--- config.mk ---
export PLATFORM = sky130hd
export DESIGN_NAME = gpreg_file_wb
export DESIGN_NICKNAME = d
export VERILOG_FILES = /design/src/rtl/gpreg_file_wb.sv
export SDC_FILE = /design/constraint.sdc
export NUM_CORES = 1
export LEC_CHECK = 0
export ABC_AREA = 1
export CORE_MARGIN = 2
export CORE_UTILIZATION = 53
export CTS_CLUSTER_SIZE = 14
export DETAILED_ROUTE_END_ITERATION = 16
export HOLD_SLACK_MARGIN = 0.15
export PLACE_DENSITY = 0.89
export SETUP_SLACK_MARGIN = 0.02
export SKIP_CTS_REPAIR_TIMING = 1
export SYNTH_ARGS = -nofsm -noshare
export SYNTH_HDL_FRONTEND = slang
export SYNTH_SLANG_ARGS = --single-unit
export TNS_END_PERCENT = 20
--- constraint.sdc ---
create_clock -name CLK -period 4.64 [get_ports CLK]
set_input_delay 0.464 -clock CLK [delete_from_list [all_inputs] [get_ports CLK]]
set_output_delay 0.464 -clock CLK [all_outputs]
set_load 0.005 [all_outputs]
--- src/rtl/gpreg_file_wb.sv ---
// General-purpose register file: three forwarding read ports, one write port,
// a one-entry registered write-back stage and a stallable flags register.
module gpreg_file_wb #(
    parameter int WIDTH      = 8,
    parameter int NUM_REGS   = 4,
    parameter int IDX_WIDTH  = 2,
    parameter int FLAG_WIDTH = 8
) (
    input  logic                      CLK,
    input  logic                      RST,
    input  logic                      STALL,
    input  logic                      WR_EN,
    input  logic [IDX_WIDTH-1:0]      WR_IDX,
    input  logic [WIDTH-1:0]          WR_DATA,
    input  logic [IDX_WIDTH-1:0]      LHS_IDX,
    input  logic [IDX_WIDTH-1:0]      RHS_IDX,
    input  logic [IDX_WIDTH-1:0]      MAIN_IDX,
    output logic [WIDTH-1:0]          LHS_DATA,
    output logic [WIDTH-1:0]          RHS_DATA,
    output logic [WIDTH-1:0]          MAIN_DATA,
    input  logic                      FLAGS_EN,
    input  logic [FLAG_WIDTH-1:0]     FLAGS_IN,
    output logic [FLAG_WIDTH-1:0]     FLAGS,
    output logic                      PENDING,
    output logic [NUM_REGS*WIDTH-1:0] DISPLAY
);

    localparam int unsigned NR = NUM_REGS;

    logic [WIDTH-1:0]      regs [NUM_REGS];
    logic                  wb_valid;
    logic [IDX_WIDTH-1:0]  wb_idx;
    logic [WIDTH-1:0]      wb_data;
    logic [FLAG_WIDTH-1:0] flags;
    logic                  accepted;

    logic [IDX_WIDTH-1:0]  rd_idx  [3];
    logic [WIDTH-1:0]      rd_data [3];

    function automatic logic in_range(input logic [IDX_WIDTH-1:0] idx);
        return 32'(idx) < NR;
    endfunction

    assign accepted = WR_EN & ~STALL & in_range(WR_IDX);

    always_ff @(posedge CLK) begin
        if (RST) begin
            for (int unsigned r = 0; r < NR; r++) begin
                regs[r] <= '0;
            end
            wb_valid <= 1'b0;
            wb_idx   <= '0;
            wb_data  <= '0;
            flags    <= '0;
        end else if (!STALL) begin
            // Commit the held write and capture the new one on the same edge.
            for (int unsigned r = 0; r < NR; r++) begin
                if (wb_valid && wb_idx == IDX_WIDTH'(r)) begin
                    regs[r] <= wb_data;
                end
            end
            wb_valid <= accepted;
            wb_idx   <= WR_IDX;
            wb_data  <= WR_DATA;
            if (FLAGS_EN) begin
                flags <= FLAGS_IN;
            end
        end
    end

    assign rd_idx[0] = LHS_IDX;
    assign rd_idx[1] = RHS_IDX;
    assign rd_idx[2] = MAIN_IDX;

    // Same-cycle write beats the WB entry, which beats the committed array.
    always_comb begin
        for (int unsigned p = 0; p < 3; p++) begin
            rd_data[p] = '0;
            if (in_range(rd_idx[p])) begin
                if (accepted && WR_IDX == rd_idx[p]) begin
                    rd_data[p] = WR_DATA;
                end else if (wb_valid && wb_idx == rd_idx[p]) begin
                    rd_data[p] = wb_data;
                end else begin
                    for (int unsigned r = 0; r < NR; r++) begin
                        if (rd_idx[p] == IDX_WIDTH'(r)) begin
                            rd_data[p] = regs[r];
                        end
                    end
                end
            end
        end
    end

    assign LHS_DATA  = rd_data[0];
    assign RHS_DATA  = rd_data[1];
    assign MAIN_DATA = rd_data[2];
    assign FLAGS     = flags;
    assign PENDING   = wb_valid;

    always_comb begin
        DISPLAY = '0;
        for (int unsigned r = 0; r < NR; r++) begin
            DISPLAY[r*WIDTH +: WIDTH] = regs[r];
        end
    end

endmodule

==> run_results.csv <==
group,metric,value,unit
routing,detail_route.first_pass.iterations,5,
timing,setup_tns,0,ps
pwr,cell_internal_power,760,uW
timing,period_share,0.707,
grt,grtUsageTotal,0.301,
synthesis,syn-instance-count,527,
routing,number_of_remaining_drc_errors,0,
pwr,swShare,0.314,
timing,setup_repair_after_global_routing_missed_its_margin,"no",
final_layout,layout-drive-gt1-share,0.0639,
grt,first_global_vias,3873,
setup_path,cp_max_fo,21,
timing,tightest_slew,1160,ps
floorplanning,die_area,7280,um2
setup_path,startpoint_to_endpoint_class_of_the_critical_path,"in2out",
synthesis,synth_warn,0,
pwr,combinationalPowerShare,0.276,
place,detailed_place_hpwl,7860,um
pwr,power,1.11,mW
floorplanning,fp.dieH,85.3,um
synthesis,yosysMostFrequentCell,"sky130_fd_sc_hd__nand2_1",
clock_tree,worst_setup_hold_path_clk_slew,100,ps
synthesis,postSynthAreaPerCell,6.65,um2
floorplanning,starting_utilization_of_the_core_area,0.549,
pwr,clkPwrFrac,0.248,
final_layout,area_growth,28.2,%
routing,via_total_after_detailed_routing,3957,
synthesis,yosys-top-cells-area,"sky130_fd_sc_hd__edfxtp_1 27%, sky130_fd_sc_hd__nand2_1 20%, sky130_fd_sc_hd__dfxtp_1 11%",
timing,max-slew-margin-rel,0.222,
timing,number_of_hold_violations_in_the_final_report,0,
synthesis,synth.distinct_cells,26,
place,detailed_place.area,4400,um2
clock_tree,htreeDepth,2,
floorplanning,die-width,85.3,um
clock_tree,cts_buffers,5,
routing,drtIter0Drc,476,
routing,avgRoutedWirePerCell,15.3,um
final_layout,final_area,4490,um2
synthesis,post-synth-top-area-fraction,0.274,
synthesis,synth_largest_area_cell,"sky130_fd_sc_hd__edfxtp_1",
synthesis,async_reset_ff_frac,0,
timing,maxSlewViolCount,0,
synthesis,netlist_area,3510,um2
pwr,vdd.ir_drop.worst,183,uV
synthesis,dominantRegCellSynth,"sky130_fd_sc_hd__edfxtp_1",
floorplanning,io_pins,94,
synthesis,yosysSeqAreaShare,0.383,
timing,clock_skew,8.39,ps
setup_path,timing.critical_path.from_type,"input pin",
routing,vias_per_cell,5.76,
setup_path,timing.critical_path.arrival,2820,ps
clock_tree,clock_tree.buffer_depth,2,
place,globalplace.congestion,0.965,
pwr,power_density,247,nW/um2
floorplanning,placement_rows,29,
run_status,status,"finished clean",
setup_path,cp_data_required_time,4180,ps
synthesis,yosys_register_bits,51,
run,maxCapViolCount,0,
synthesis,number_of_enable_type_register_cells_in_the_synthesized_netlist,32,
clock_tree,clkLatencyLatePin,320,ps
setup_path,cp-end-kind,"output port",
timing,post-route-min-period,3280,ps
final_layout,antenna-diode-count,0,
timing,count_of_final_setup_violators,0,
routing,ant_nets,0,
grt,grt_pass1_wl,17500,um
floorplanning,core_ar,6390,um2
timing,timing.fmax,0.305,GHz
synthesis,synthTopCellsByCount,"189 x sky130_fd_sc_hd__nand2_1, 99 x sky130_fd_sc_hd__nor2_1, 49 x sky130_fd_sc_hd__nand3_1",
clock_tree,tritoncts,"built",
pwr,power.switching,349,uW
clock_tree,clock_sinks,51,
synthesis,synthesis.nets,556,
min_path,timing.hold.worst.class,"reg2reg",
final_layout,final_nets,638,
grt,maximum_number_of_pins_on_one_net_before_global_route_repair,28,
grt,initial_antenna_violation_count,0,
clock_tree,ctsRootBufferMaster,"sky130_fd_sc_hd__clkbuf_8",
grt,grt_overflow_total,0,
pwr,power_frac_seq,0.476,
pwr,power.leakage,1.98,nW
routing,routed_wirelength,10500,um
place,buffer_ports.inserted,93,
-- final timing paths --
path	from	to	slack, ps	cells past startpoint
setup / recovery	MAIN_IDX[0]	MAIN_DATA[7]	1360	9
hold / removal	FLAGS[7]	FLAGS[7]	490	2
setup reg to reg	wb_idx[0]	regs[1][1]	2650	2
hold reg to reg	FLAGS[7]	FLAGS[7]	490	2
-- final cells by class --
cell class,instances,area [um2]
timing repair buffer,97,961
multi-input combinational,419,1870
inverter,35,134
clock buffer,5,68.8
tap,77,96.3
fill,537,1890
sequential,51,1340
clock inverter,3,26.3
-- flip-flops by register name (all words and copies together), names as in the netlist --
register,cells
PENDING,1
wb_data,8
wb_idx,2
regs,32
FLAGS,8
-- worst max-delay path, cell delays in order --
cell and delay, ps:
sky130_fd_sc_hd__clkdlybuf4s50_1 840, sky130_fd_sc_hd__nor2_2 540, sky130_fd_sc_hd__nand2_1 110, sky130_fd_sc_hd__nand3_1 120, sky130_fd_sc_hd__nand2_1 60, sky130_fd_sc_hd__nand2_1 60, sky130_fd_sc_hd__nand2_1 60, sky130_fd_sc_hd__nand2_1 60
sky130_fd_sc_hd__clkdlybuf4s50_1 490
-- cells in the final DEF, fill, tap and decap left out --
cell type / Yosys / layout
sky130_fd_sc_hd__clkdlybuf4s50_1: 0 / 93
sky130_fd_sc_hd__clkbuf_8: 0 / 5
sky130_fd_sc_hd__buf_4: 6 / 4
sky130_fd_sc_hd__nand4_1: 4 / 4
sky130_fd_sc_hd__nand3_2: 3 / 3
sky130_fd_sc_hd__and3_1: 1 / 1
sky130_fd_sc_hd__a21oi_1: 11 / 11
sky130_fd_sc_hd__inv_4: 1 / 1
sky130_fd_sc_hd__nand2_1: 189 / 189
sky130_fd_sc_hd__nand3_1: 49 / 49
sky130_fd_sc_hd__edfxtp_1: 32 / 32
sky130_fd_sc_hd__nor2_2: 3 / 3
sky130_fd_sc_hd__inv_2: 7 / 7
sky130_fd_sc_hd__nor3_1: 2 / 2
sky130_fd_sc_hd__dfxtp_1: 19 / 19
sky130_fd_sc_hd__inv_6: 0 / 2
sky130_fd_sc_hd__o31ai_1: 4 / 4
sky130_fd_sc_hd__clkinv_4: 0 / 1
sky130_fd_sc_hd__nand3_4: 3 / 3
sky130_fd_sc_hd__nor2_4: 5 / 5
sky130_fd_sc_hd__nor2_1: 99 / 99
sky130_fd_sc_hd__nand2_2: 4 / 4
sky130_fd_sc_hd__xor2_1: 2 / 2
sky130_fd_sc_hd__inv_1: 27 / 27
sky130_fd_sc_hd__nand3b_1: 1 / 1
sky130_fd_sc_hd__o21ai_0: 38 / 38
sky130_fd_sc_hd__xor2_2: 1 / 1
-- metrics by stage --
stage,cells,setup WS (ps),hold WS (ps),util
4_1_cts,687,1420,494,0.704
5_1_grt,687,1200,510,0.704
3_5_place_dp,679,1420,471,0.689
3_3_place_gp,679,1500,462,0.689
6_report,687,1360,490,0.704
2_1_floorplan,527,2740,480,-
-- kinds of logic after synthesis --
logic type / share of synthesized area
DFF: 0.383
xor gates and xnor gates: 0.00964
and+or+nand+nor: 0.444
AOI/OAI and AO/OA: 0.0785
buffers and inverters: 0.0849
-- layer usage --
metal  GRT usage  part of all wire
met1       0.361              0.36
met2       0.516              0.49
met3      0.0525             0.095
met4       0.154             0.051
met5           0                 0
-- power by group through the flow --
stage	registers [mW]	clock network (mW)	logic (mW)
final	0.528	0.275	0.305
after global placement	0.536	0	0.294
after floorplan	0.532	0	0.155
after global routing	0.531	0.295	0.338
after CTS	0.527	0.274	0.303
after detailed placement	0.537	0	0.302
Power figures use the tool's default switching activity.
